$ cat src/rtl/pdp8_pkg.sv
`default_nettype none
// ----------------------------------------------------------------------------
// Module  : pdp8_pkg
// Brief   : Shared types and constants for the PDP-8 fetch/decode front end.
// Revision: 1.0 - initial release
// ----------------------------------------------------------------------------
package pdp8_pkg;

   typedef enum logic [2:0] {
      FETCH    = 3'd0,
      FWAIT    = 3'd1,
      IND_REQ  = 3'd2,
      IND_WAIT = 3'd3,
      AUTOINC  = 3'd4,
      OUT      = 3'd5
   } fd_state_t;

   typedef enum logic [2:0] {
      OP_AND = 3'd0,
      OP_TAD = 3'd1,
      OP_ISZ = 3'd2,
      OP_DCA = 3'd3,
      OP_JMS = 3'd4,
      OP_JMP = 3'd5,
      OP_IOT = 3'd6,
      OP_OPR = 3'd7
   } opcode_t;

   localparam logic [11:0] AUTOINDEX_LO = 12'o10;
   localparam logic [11:0] AUTOINDEX_HI = 12'o17;

   // AND..JMP address memory; IOT and OPR carry no operand address.
   function automatic logic is_mem_ref(input logic [2:0] op);
      return (op <= OP_JMP);
   endfunction

endpackage
`default_nettype wire

$ cat src/rtl/pdp8_instr_fetch_decode_if.sv
`default_nettype none
// ----------------------------------------------------------------------------
// Module  : pdp8_instr_fetch_decode_if
// Brief   : Instruction-memory bus plus decode handshake toward execute.
// Revision: 1.0 - initial release
// ----------------------------------------------------------------------------
interface pdp8_instr_fetch_decode_if #(
   parameter int ADDR_WIDTH = 12,
   parameter int DATA_WIDTH = 12
);
   logic                  ifu_rd_req;
   logic [ADDR_WIDTH-1:0] ifu_rd_addr;
   logic [DATA_WIDTH-1:0] ifu_rd_data;
   logic                  ifu_wr_req;
   logic [ADDR_WIDTH-1:0] ifu_wr_addr;
   logic [DATA_WIDTH-1:0] ifu_wr_data;
   logic                  dec_valid;
   logic                  dec_ready;
   logic [ADDR_WIDTH-1:0] dec_pc;
   logic [DATA_WIDTH-1:0] dec_ir;
   logic [2:0]            dec_opcode;
   logic                  dec_mem_ref;
   logic [ADDR_WIDTH-1:0] dec_ea;

   modport master (
      output ifu_rd_req, ifu_rd_addr,
      input  ifu_rd_data,
      output ifu_wr_req, ifu_wr_addr, ifu_wr_data,
      output dec_valid,
      input  dec_ready,
      output dec_pc, dec_ir, dec_opcode, dec_mem_ref, dec_ea
   );

   modport slave (
      input  ifu_rd_req, ifu_rd_addr,
      output ifu_rd_data,
      input  ifu_wr_req, ifu_wr_addr, ifu_wr_data,
      input  dec_valid,
      output dec_ready,
      input  dec_pc, dec_ir, dec_opcode, dec_mem_ref, dec_ea
   );
endinterface
`default_nettype wire

$ cat src/rtl/pdp8_ea_calc.sv
`default_nettype none
// ----------------------------------------------------------------------------
// Module  : pdp8_ea_calc
// Brief   : Direct effective address (page 0 or current page) and autoindex flag.
// Revision: 1.0 - initial release
// ----------------------------------------------------------------------------
module pdp8_ea_calc
   import pdp8_pkg::*;
#(
   parameter int ADDR_WIDTH = 12,
   parameter int DATA_WIDTH = 12
) (
   input  wire logic [DATA_WIDTH-1:0] i_ir,
   input  wire logic [ADDR_WIDTH-1:0] i_pc,
   output logic      [ADDR_WIDTH-1:0] o_ea,
   output logic                       o_autoidx
);
   logic [ADDR_WIDTH-1:0] w_page_base;
   logic                  w_unused_bits;

   assign w_page_base = i_ir[7] ? {i_pc[ADDR_WIDTH-1:7], 7'b0} : '0;
   assign o_ea        = w_page_base | ADDR_WIDTH'(i_ir[6:0]);
   assign o_autoidx   = (o_ea >= ADDR_WIDTH'(AUTOINDEX_LO)) &&
                        (o_ea <= ADDR_WIDTH'(AUTOINDEX_HI));

   assign w_unused_bits = ^{i_ir[DATA_WIDTH-1:8], i_pc[6:0]};
endmodule
`default_nettype wire

$ cat src/rtl/pdp8_instr_fetch_decode.sv
`default_nettype none
// ----------------------------------------------------------------------------
// Module  : pdp8_instr_fetch_decode
// Brief   : PDP-8 fetch/decode with one-level indirection; ADDR_AUTOINC_EN adds
//           autoindex pre-increment through locations 0o10..0o17.
// Revision: 1.0 - initial release
// ----------------------------------------------------------------------------
module pdp8_instr_fetch_decode
   import pdp8_pkg::*;
#(
   parameter int                    ADDR_WIDTH = 12,
   parameter int                    DATA_WIDTH = 12,
   parameter logic [ADDR_WIDTH-1:0] PC_RESET   = 12'o200
) (
   input  wire logic                  clk,
   input  wire logic                  reset_n,
   input  wire logic                  stall,
   input  wire logic                  pc_load,
   input  wire logic [ADDR_WIDTH-1:0] pc_load_value,
   pdp8_instr_fetch_decode_if.master  bus
);
   fd_state_t             r_state, w_state_nxt;
   logic [ADDR_WIDTH-1:0] r_pc, w_pc_nxt;
   logic [DATA_WIDTH-1:0] r_ir, w_ir_nxt;
   logic [ADDR_WIDTH-1:0] r_ea, w_ea_nxt;

   logic [DATA_WIDTH-1:0] w_ir_src;
   logic [ADDR_WIDTH-1:0] w_calc_ea;
   logic                  w_autoidx;
   logic                  w_rd_req, w_wr_req;
   logic [ADDR_WIDTH-1:0] w_rd_addr, w_wr_addr;
   logic [DATA_WIDTH-1:0] w_wr_data;
   logic                  w_out;

   // While the word is arriving, decode straight from the bus; afterwards from IR.
   assign w_ir_src = (r_state == FWAIT) ? bus.ifu_rd_data : r_ir;

   pdp8_ea_calc #(
      .ADDR_WIDTH (ADDR_WIDTH),
      .DATA_WIDTH (DATA_WIDTH)
   ) u_ea_calc (
      .i_ir      (w_ir_src),
      .i_pc      (r_pc),
      .o_ea      (w_calc_ea),
      .o_autoidx (w_autoidx)
   );

`ifndef ADDR_AUTOINC_EN
   logic w_unused_autoidx;
   assign w_unused_autoidx = w_autoidx;
`endif

   always_ff @(posedge clk) begin
      if (!reset_n) begin
         r_state <= FETCH;
         r_pc    <= PC_RESET;
         r_ir    <= '0;
         r_ea    <= '0;
      end else begin
         r_state <= w_state_nxt;
         r_pc    <= w_pc_nxt;
         r_ir    <= w_ir_nxt;
         r_ea    <= w_ea_nxt;
      end
   end

   always_comb begin
      w_state_nxt = r_state;
      w_pc_nxt    = r_pc;
      w_ir_nxt    = r_ir;
      w_ea_nxt    = r_ea;
      w_rd_req    = 1'b0;
      w_rd_addr   = '0;
      w_wr_req    = 1'b0;
      w_wr_addr   = '0;
      w_wr_data   = '0;
      case (r_state)
         FETCH: begin
            w_rd_req  = !stall;
            w_rd_addr = r_pc;
            if (!stall) w_state_nxt = FWAIT;
         end
         FWAIT: begin
            w_ir_nxt = bus.ifu_rd_data;
            if (is_mem_ref(bus.ifu_rd_data[11:9])) begin
               w_ea_nxt    = w_calc_ea;
               w_state_nxt = bus.ifu_rd_data[8] ? IND_REQ : OUT;
            end else begin
               w_ea_nxt    = '0;
               w_state_nxt = OUT;
            end
         end
         IND_REQ: begin
            w_rd_req  = !stall;
            w_rd_addr = r_ea;
            if (!stall) w_state_nxt = IND_WAIT;
         end
         IND_WAIT: begin
            w_ea_nxt    = ADDR_WIDTH'(bus.ifu_rd_data);
            w_state_nxt = OUT;
`ifdef ADDR_AUTOINC_EN
            if (w_autoidx) begin
               w_ea_nxt    = ADDR_WIDTH'(bus.ifu_rd_data) + ADDR_WIDTH'(1);
               w_state_nxt = AUTOINC;
            end
`endif
         end
         AUTOINC: begin
`ifdef ADDR_AUTOINC_EN
            // IR still points at the pointer word; EA already holds pointer+1.
            w_wr_req  = 1'b1;
            w_wr_addr = w_calc_ea;
            w_wr_data = DATA_WIDTH'(r_ea);
`endif
            w_state_nxt = OUT;
         end
         OUT: begin
            if (bus.dec_ready) begin
               w_pc_nxt    = r_pc + ADDR_WIDTH'(1);
               w_state_nxt = FETCH;
            end
         end
         default: w_state_nxt = FETCH;
      endcase
      if (pc_load) begin
         w_pc_nxt    = pc_load_value;
         w_state_nxt = FETCH;
      end
   end

   assign w_out = reset_n && (r_state == OUT);

   assign bus.ifu_rd_req  = reset_n && w_rd_req;
   assign bus.ifu_rd_addr = reset_n ? w_rd_addr : '0;
   assign bus.ifu_wr_req  = reset_n && w_wr_req;
   assign bus.ifu_wr_addr = reset_n ? w_wr_addr : '0;
   assign bus.ifu_wr_data = reset_n ? w_wr_data : '0;

   assign bus.dec_valid   = w_out;
   assign bus.dec_pc      = w_out ? r_pc : '0;
   assign bus.dec_ir      = w_out ? r_ir : '0;
   assign bus.dec_opcode  = w_out ? r_ir[11:9] : 3'b0;
   assign bus.dec_mem_ref = w_out && is_mem_ref(r_ir[11:9]);
   assign bus.dec_ea      = w_out ? r_ea : '0;
endmodule
`default_nettype wire

$ cat src/flat_wrapper.sv
// flat-port wrapper written by rule: the top's interface ports become plain ports
module pdp8_instr_fetch_decode_flat import pdp8_pkg::*;
#(
   parameter int                    ADDR_WIDTH = 12,
   parameter int                    DATA_WIDTH = 12,
   parameter logic [ADDR_WIDTH-1:0] PC_RESET   = 12'o200
)
  (clk, reset_n, stall, pc_load, pc_load_value, bus_ifu_rd_req, bus_ifu_rd_addr, bus_ifu_rd_data, bus_ifu_wr_req, bus_ifu_wr_addr, bus_ifu_wr_data, bus_dec_valid, bus_dec_ready, bus_dec_pc, bus_dec_ir, bus_dec_opcode, bus_dec_mem_ref, bus_dec_ea);
  pdp8_instr_fetch_decode_if #(.ADDR_WIDTH(ADDR_WIDTH), .DATA_WIDTH(DATA_WIDTH)) bus_i ();
  input  wire logic clk;
  input  wire logic reset_n;
  input  wire logic stall;
  input  wire logic pc_load;
  input  wire logic [ADDR_WIDTH-1:0] pc_load_value;
  output wire logic [$bits(bus_i.ifu_rd_req)-1:0] bus_ifu_rd_req;
  output wire logic [$bits(bus_i.ifu_rd_addr)-1:0] bus_ifu_rd_addr;
  input wire logic [$bits(bus_i.ifu_rd_data)-1:0] bus_ifu_rd_data;
  output wire logic [$bits(bus_i.ifu_wr_req)-1:0] bus_ifu_wr_req;
  output wire logic [$bits(bus_i.ifu_wr_addr)-1:0] bus_ifu_wr_addr;
  output wire logic [$bits(bus_i.ifu_wr_data)-1:0] bus_ifu_wr_data;
  output wire logic [$bits(bus_i.dec_valid)-1:0] bus_dec_valid;
  input wire logic [$bits(bus_i.dec_ready)-1:0] bus_dec_ready;
  output wire logic [$bits(bus_i.dec_pc)-1:0] bus_dec_pc;
  output wire logic [$bits(bus_i.dec_ir)-1:0] bus_dec_ir;
  output wire logic [$bits(bus_i.dec_opcode)-1:0] bus_dec_opcode;
  output wire logic [$bits(bus_i.dec_mem_ref)-1:0] bus_dec_mem_ref;
  output wire logic [$bits(bus_i.dec_ea)-1:0] bus_dec_ea;
  assign bus_ifu_rd_req = bus_i.ifu_rd_req;
  assign bus_ifu_rd_addr = bus_i.ifu_rd_addr;
  assign bus_i.ifu_rd_data = bus_ifu_rd_data;
  assign bus_ifu_wr_req = bus_i.ifu_wr_req;
  assign bus_ifu_wr_addr = bus_i.ifu_wr_addr;
  assign bus_ifu_wr_data = bus_i.ifu_wr_data;
  assign bus_dec_valid = bus_i.dec_valid;
  assign bus_i.dec_ready = bus_dec_ready;
  assign bus_dec_pc = bus_i.dec_pc;
  assign bus_dec_ir = bus_i.dec_ir;
  assign bus_dec_opcode = bus_i.dec_opcode;
  assign bus_dec_mem_ref = bus_i.dec_mem_ref;
  assign bus_dec_ea = bus_i.dec_ea;
  pdp8_instr_fetch_decode #(.ADDR_WIDTH(ADDR_WIDTH), .DATA_WIDTH(DATA_WIDTH), .PC_RESET(PC_RESET)) u_core (.clk(clk), .reset_n(reset_n), .stall(stall), .pc_load(pc_load), .pc_load_value(pc_load_value), .bus(bus_i));
endmodule
$ cat config.mk
export PLATFORM = sky130hd
export DESIGN_NAME = pdp8_instr_fetch_decode_flat
export DESIGN_NICKNAME = d
export VERILOG_FILES = /design/src/rtl/pdp8_pkg.sv /design/src/rtl/pdp8_instr_fetch_decode_if.sv /design/src/rtl/pdp8_ea_calc.sv /design/src/rtl/pdp8_instr_fetch_decode.sv /design/src/flat_wrapper.sv
export SDC_FILE = /design/constraint.sdc
export NUM_CORES = 1
export LEC_CHECK = 0
export ABC_AREA = 1
export CORE_MARGIN = 4
export CORE_UTILIZATION = 39
export CTS_CLUSTER_SIZE = 16
export DETAILED_ROUTE_END_ITERATION = 12
export GPL_TIMING_DRIVEN = 0
export PLACE_DENSITY_LB_ADDON = 0.05
export SYNTH_ARGS = -nofsm -noshare
export SYNTH_HDL_FRONTEND = slang
export SYNTH_SLANG_ARGS = --single-unit
$ cat constraint.sdc
create_clock -name clk -period 1.4 [get_ports clk]
set_input_delay 0.28 -clock clk [delete_from_list [all_inputs] [get_ports clk]]
set_output_delay 0.28 -clock clk [all_outputs]
set_load 0.01 [all_outputs]
Word level (Yosys, flattened, before mapping) --
Index checks and enable logic that the tools add are counted.
Word-level totals: RAM bits 0, bits in latches 0, memories kept 0, logic and storage cells 51, input port bits 29, output and inout bits 79, ROM bits 0, flip-flop bits (word level) 39
Operators by class: multipliers 0, shifts and indexed selects 0, bitwise logic cells 2, add/sub/neg operators 1, reduce and logical (&&, ||, !) cells 13, equality and inequality tests 8, div/mod/pow operators 0, multiplexer cells 20, $lt $le $gt $ge 2
Operator list (count):
- 12-bit 2-to-1 mux | 9
- 12-bit case mux with 2 select lines | 2
- 3-bit 2-to-1 mux | 6
- 3-bit case mux with 5 select lines | 1
- 12-bit by 1-bit adder with 12-bit output, second input constant | 1
- 12-bit by 7-bit bitwise OR with 12-bit output | 1
- 8-bit 2-to-1 mux | 1
- 3-bit by 2-bit equality test with 1-bit output, second input constant | 2
- 3-bit equality test, second input constant | 2
- 3-bit less-or-equal comparator, second input constant | 2
- 2-bit inequality test, second input constant | 3
- 2-bit nonzero test | 3
- 2-bit OR reduction | 3
- 3-bit by 1-bit equality test with 1-bit output, second input constant | 1
- 1-bit logical AND | 3
- 3-bit zero test | 1
- 3-bit AND reduction | 1
- 2-bit AND reduction | 1
- 1-bit zero test | 1
- 1-bit 2-to-1 mux | 1
- 1-bit inverter | 1

Longest topological paths before layout --
Gate-level depths: netlist of run 1.
depth in word-level cells 6, mapped depth 8, mapped depth without buffers 8

By module --
Synthesis of run 1 repeated with hierarchy kept, for this count alone.
Second synthesis, totals: cells, all modules 471, area total of the unflattened synthesis 2866.5 um^2
By module, submodules not included:
- pdp8_instr_fetch_decode | area an instance 2737.6 um^2, seq. area each 780.7 um^2, cells an instance 445, instances 1
- pdp8_ea_calc | area an instance 128.9 um^2, seq. area each 0.0 um^2, cells an instance 26, instances 1

Least setup slack after synthesis of run 1 --
OpenSTA, ideal clock, no wires.
kind register to output, from register u_core.r_state[0], to output bus_dec_opcode[1], required time 1.120 ns, setup slack -0.281 ns, arrival time 1.401 ns, buffers on the path 2, stages on the path, launching flop included 9, path through dfxtp_1 inv_2 nor2_4 nand2_1 nor2_2 inv_2 buf_2 nor2_1 buf_4
On the way: longest elaborated chain between the ends 3
RTL lines:
- from (decl) | RTL line pdp8_instr_fetch_decode.sv:22 | fd_state_t r_state, w_state_nxt;
- from (signal assigned) | RTL line pdp8_instr_fetch_decode.sv:60 | r_state <= w_state_nxt;
- 3-bit equality test | RTL line pdp8_instr_fetch_decode.sv:131 | assign w_out = reset_n && (r_state == OUT);
- 1-bit logical AND | RTL line pdp8_instr_fetch_decode.sv:131
- via bus_dec_valid | RTL line flat_wrapper.sv:21 | output wire logic [$bits(bus_i.dec_valid)-1:0] bus_dec_valid;
- 3-bit 2-to-1 mux | RTL line pdp8_instr_fetch_decode.sv:142 | assign bus.dec_opcode = w_out ? r_ir[11:9] : 3'b0;
- to (decl) | RTL line flat_wrapper.sv:25 | output wire logic [$bits(bus_i.dec_opcode)-1:0] bus_dec_opcode;
The timed path passes the listed nets, and every way through them passes these cells.

Worst setup path after layout of run 1 --
from register u_core.r_state[0], to output bus_dec_opcode[1]
On the way: longest elaborated chain between the ends 3
RTL lines (RTL line):
- 3-bit equality test | pdp8_instr_fetch_decode.sv:131
- 1-bit logical AND | pdp8_instr_fetch_decode.sv:131
- 3-bit 2-to-1 mux | pdp8_instr_fetch_decode.sv:142
No other way between the ends.

==> flow_summary.toml, run 1 <==
[sta]
fin_crit_sh_pct = 135
finalHoldViolations = 0
setup_viol = 67
clock_skew_ns = 0.00412
max_freq_mhz = 530
relSlewSlack_pct = 62.2
fin_crit_ns = 1.89
rsz0062_at_grt = "yes"
finalMaxSlewViolations = 0
tightestPinTransition_ns = 0.568
worst_slack_ns = -0.486

[placed_design]
place_congestion = 0.860
io_buffers = 81
dpl_worst_slack_ns = -1.15
post-dp-hpwl_mm = 6.09

[cts]
cts_made_buffers = 5
h-tree-depth = 2
ctsHoldBuffers = 0
clkTransAtPathRegs_ns = 0.08
clock_latency_ns = 0.30
cts_buffer_depth = 2
root_buffer = "clkbuf_8"
cts_tree = "built"
clock-sinks = 39

[worst_setup_path]
crit_buf_inv = 5
crit_cells = 9
max_stage_delay_ns = 0.40
path_class = "reg2out"
r2r_slack_ns = -0.08
crit_top_cell = "nor2_4"
startpoint_type = "flip-flop"
r2r_cells = 9
crit_fanout = 7
endpoint_kind = "output pin"
endpoint = "bus_dec_opcode[1]"
cpMaxStageDelayCell = "dfxtp_4"
path_delay_family = "buffers and inverters"
crit_chain = "inv_4, nor2_4, nand2_2, nor2_4, inv_6, buf_12, nor2_4, buf_6, buf_6"
reg2reg_from = "u_core.r_state[0]"
startpoint = "u_core.r_state[0]"
cp.arrival_ns = 1.61
r2r-end = "u_core.r_ea[9]"
cp.required_ns = 1.12

[floorplanning]
start_util_pct = 40.4
row_count = 29
die_h_um = 89.3
core_area_sq_mm = 0.00639
pin_count = 108
dieArea_sq_mm = 0.00798
die_w_um = 89.3

[route]
wl_per_cell_um = 13.8
drc = 0
antenna_left = 0
avgViaCountPerCell = 4.78
drtIter0Drc = 114
vias = 2976
first_pass_iters = 5
drt_wl_total_mm = 8.58

[finish]
syn_to_final_growth_pct = 56.5
nets = 574
layout-drive-gt1-share_pct = 37.2
antenna_cells = 0
fillers = 607

[global_routing]
track_usage_pct = 21.0
grt_pass1_wl_mm = 13.0
grt_pass1_vias = 2710
antenna_found_initial = 0
grt_max_degree = 13
overflow = 0

[logic_synthesis]
synth.largest_area_cell = "dfxtp_1"
avgSynthCellArea_sq_um = 6.20
synth_seq_area_share_pct = 30.3
yosys-top-cells-area = "dfxtp_1 30%, nor2_1 11%, inv_1 11%, nand2_1 9.2%, buf_4 8.4%"
netlist-cell-type-count = 32
ys.warnings.count = 0
post_synth_instance_area_sq_mm = 0.00258
synth_seq_cells = 39
yosysTopAreaCellShare_pct = 30.3
syn_inst = 416

[power_and_ir_drop]
cellLeakagePower_nw = 1.88
fin_total_pwr_mw = 2.83
powerDensity_mw_per_mm2 = 701
ir_drop_mv = 0.372

[flow_run]
max_cap_viol_count = 0

[hold_path]
min_path_type = "in2reg"

[run_status]
failed_checks = "setup timing"
status = "finished, violations left"
## cell usage in the layout, fill, tap and decap left out, drive strengths merged, types with 7 or more instances in the layout
master,count
buf,108
nor2,82
inv,81
nand2,65
dfxtp,39
clkdlybuf4s50,26
conb,25
o22ai,24
a21oi,22
nand3,22
o21ai,12
clkbuf,11
o21a,7
## stage by stage
stage	hold WS [ns]	util, %	setup TNS, ns	std cells	area (sq um)
2_1_floorplan	0.418	-	-0.396	440	2770
3_3_place_gp	0.446	57.5	-68.79	598	3670
3_5_place_dp	0.458	57.5	-66.88	598	3670
4_1_cts	0.318	60.5	-22.56	616	3870
5_1_grt	0.332	63.2	-28.26	622	4040
6_report	0.317	63.2	-22.96	622	4040
## cells in the mapped netlist
master,number
nor2_1,79
inv_1,74
nand2_1,63
dfxtp_1,39
buf_4,29
o22ai_1,24
nand3_1,21
a21oi_1,20
buf_2,10
inv_2,7
o21a_1,7
a31oi_1,6
o21ai_1,6
o21ai_0,5
clkbuf_1,4
nand4_1,2
nor2_4,2
nor3_1,2
or2_2,2
xor2_1,2
a21oi_2,1
a21oi_4,1
buf_1,1
conb_1,1
ha_1,1
nand2_2,1
nand2_4,1
nand3_2,1
nor2_2,1
o211ai_1,1
o21ai_2,1
o221ai_1,1
## worst min-delay path, cell delays in order
cell and delay, ns:
buf_4 0.16, nand2_1 0.06, a31oi_1 0.07
## power breakdown
group / internal (mW) / switching (mW)
combinational: 0.279 / 0.343
sequential: 1.16 / 0.0452
clock: 0.577 / 0.429
total: 2.01 / 0.817
## worst min path at each step
stage | from | cells after the start | slack (ns) | to
finish | pc_load | 3 | 0.32 | u_core.r_pc[1]
global route | pc_load | 3 | 0.33 | u_core.r_pc[1]
detailed placement | u_core.r_ir[8] | 2 | 0.46 | u_core.r_ir[8]
global placement | u_core.r_ir[8] | 2 | 0.45 | u_core.r_ir[8]
floorplan | reset_n | 2 | 0.42 | u_core.r_pc[1]
CTS | pc_load | 3 | 0.32 | u_core.r_pc[1]
## layout make-up
type / count / area, sq um / share of cell area [%]
inverters: 81 / 322 / 7.96
multi-input cells: 276 / 1560 / 38.6
well taps: 77 / 96.3 / 2.39
flip-flops and latches: 39 / 798 / 19.8
clock buffers: 6 / 82.6 / 2.05
repair buffers: 97 / 762 / 18.9
clock inverters: 2 / 35.0 / 0.868
plain buffers: 44 / 383 / 9.48
## registers in the layout (all words and copies together), names as in the netlist
register        flops
u_core.r_ea        12
u_core.r_ir        12
u_core.r_pc        12
u_core.r_state      3
## logic make-up (layout without fill, tap and decap cells)
logic type	count (synthesis)	in the layout	synth area share, %
XOR/XNOR	2	2	0.679
buffers and inverters	125	230	22.9
AO/OA/AOI/OAI	73	73	17.3
flip-flops	39	39	30.3
adder cells (fa/ha/maj)	1	1	0.485
other	1	25	0.145
AND/OR/NAND/NOR	175	175	28.3
## repair_timing
item | in CTS | in global routing
gates cloned | 1 | 1
pin swaps | 4 | 5
endpoints found under the setup margin | 75 | 81
gates resized for setup | 261 | 53
buffers inserted | 9 | 5
## per-layer routing
layer  track usage [%]  routed length [um]  part of all wire, %  vias up
li1                  -                   -                    -     1502
met1              28.5                3750                   44     1340
met2              33.0                3930                   46      113
met3              4.15                 706                  8.2       21
met4              7.58                 197                  2.3        0
met5                 0                   0                    0        -
Power figures use the tool's default switching activity.
==> run 2: changes to the inputs <==
- RECOVER_POWER: unset -> 50
==> results of run 2 <==
The final DEF is identical to that of run 1; final timing and power are the same.
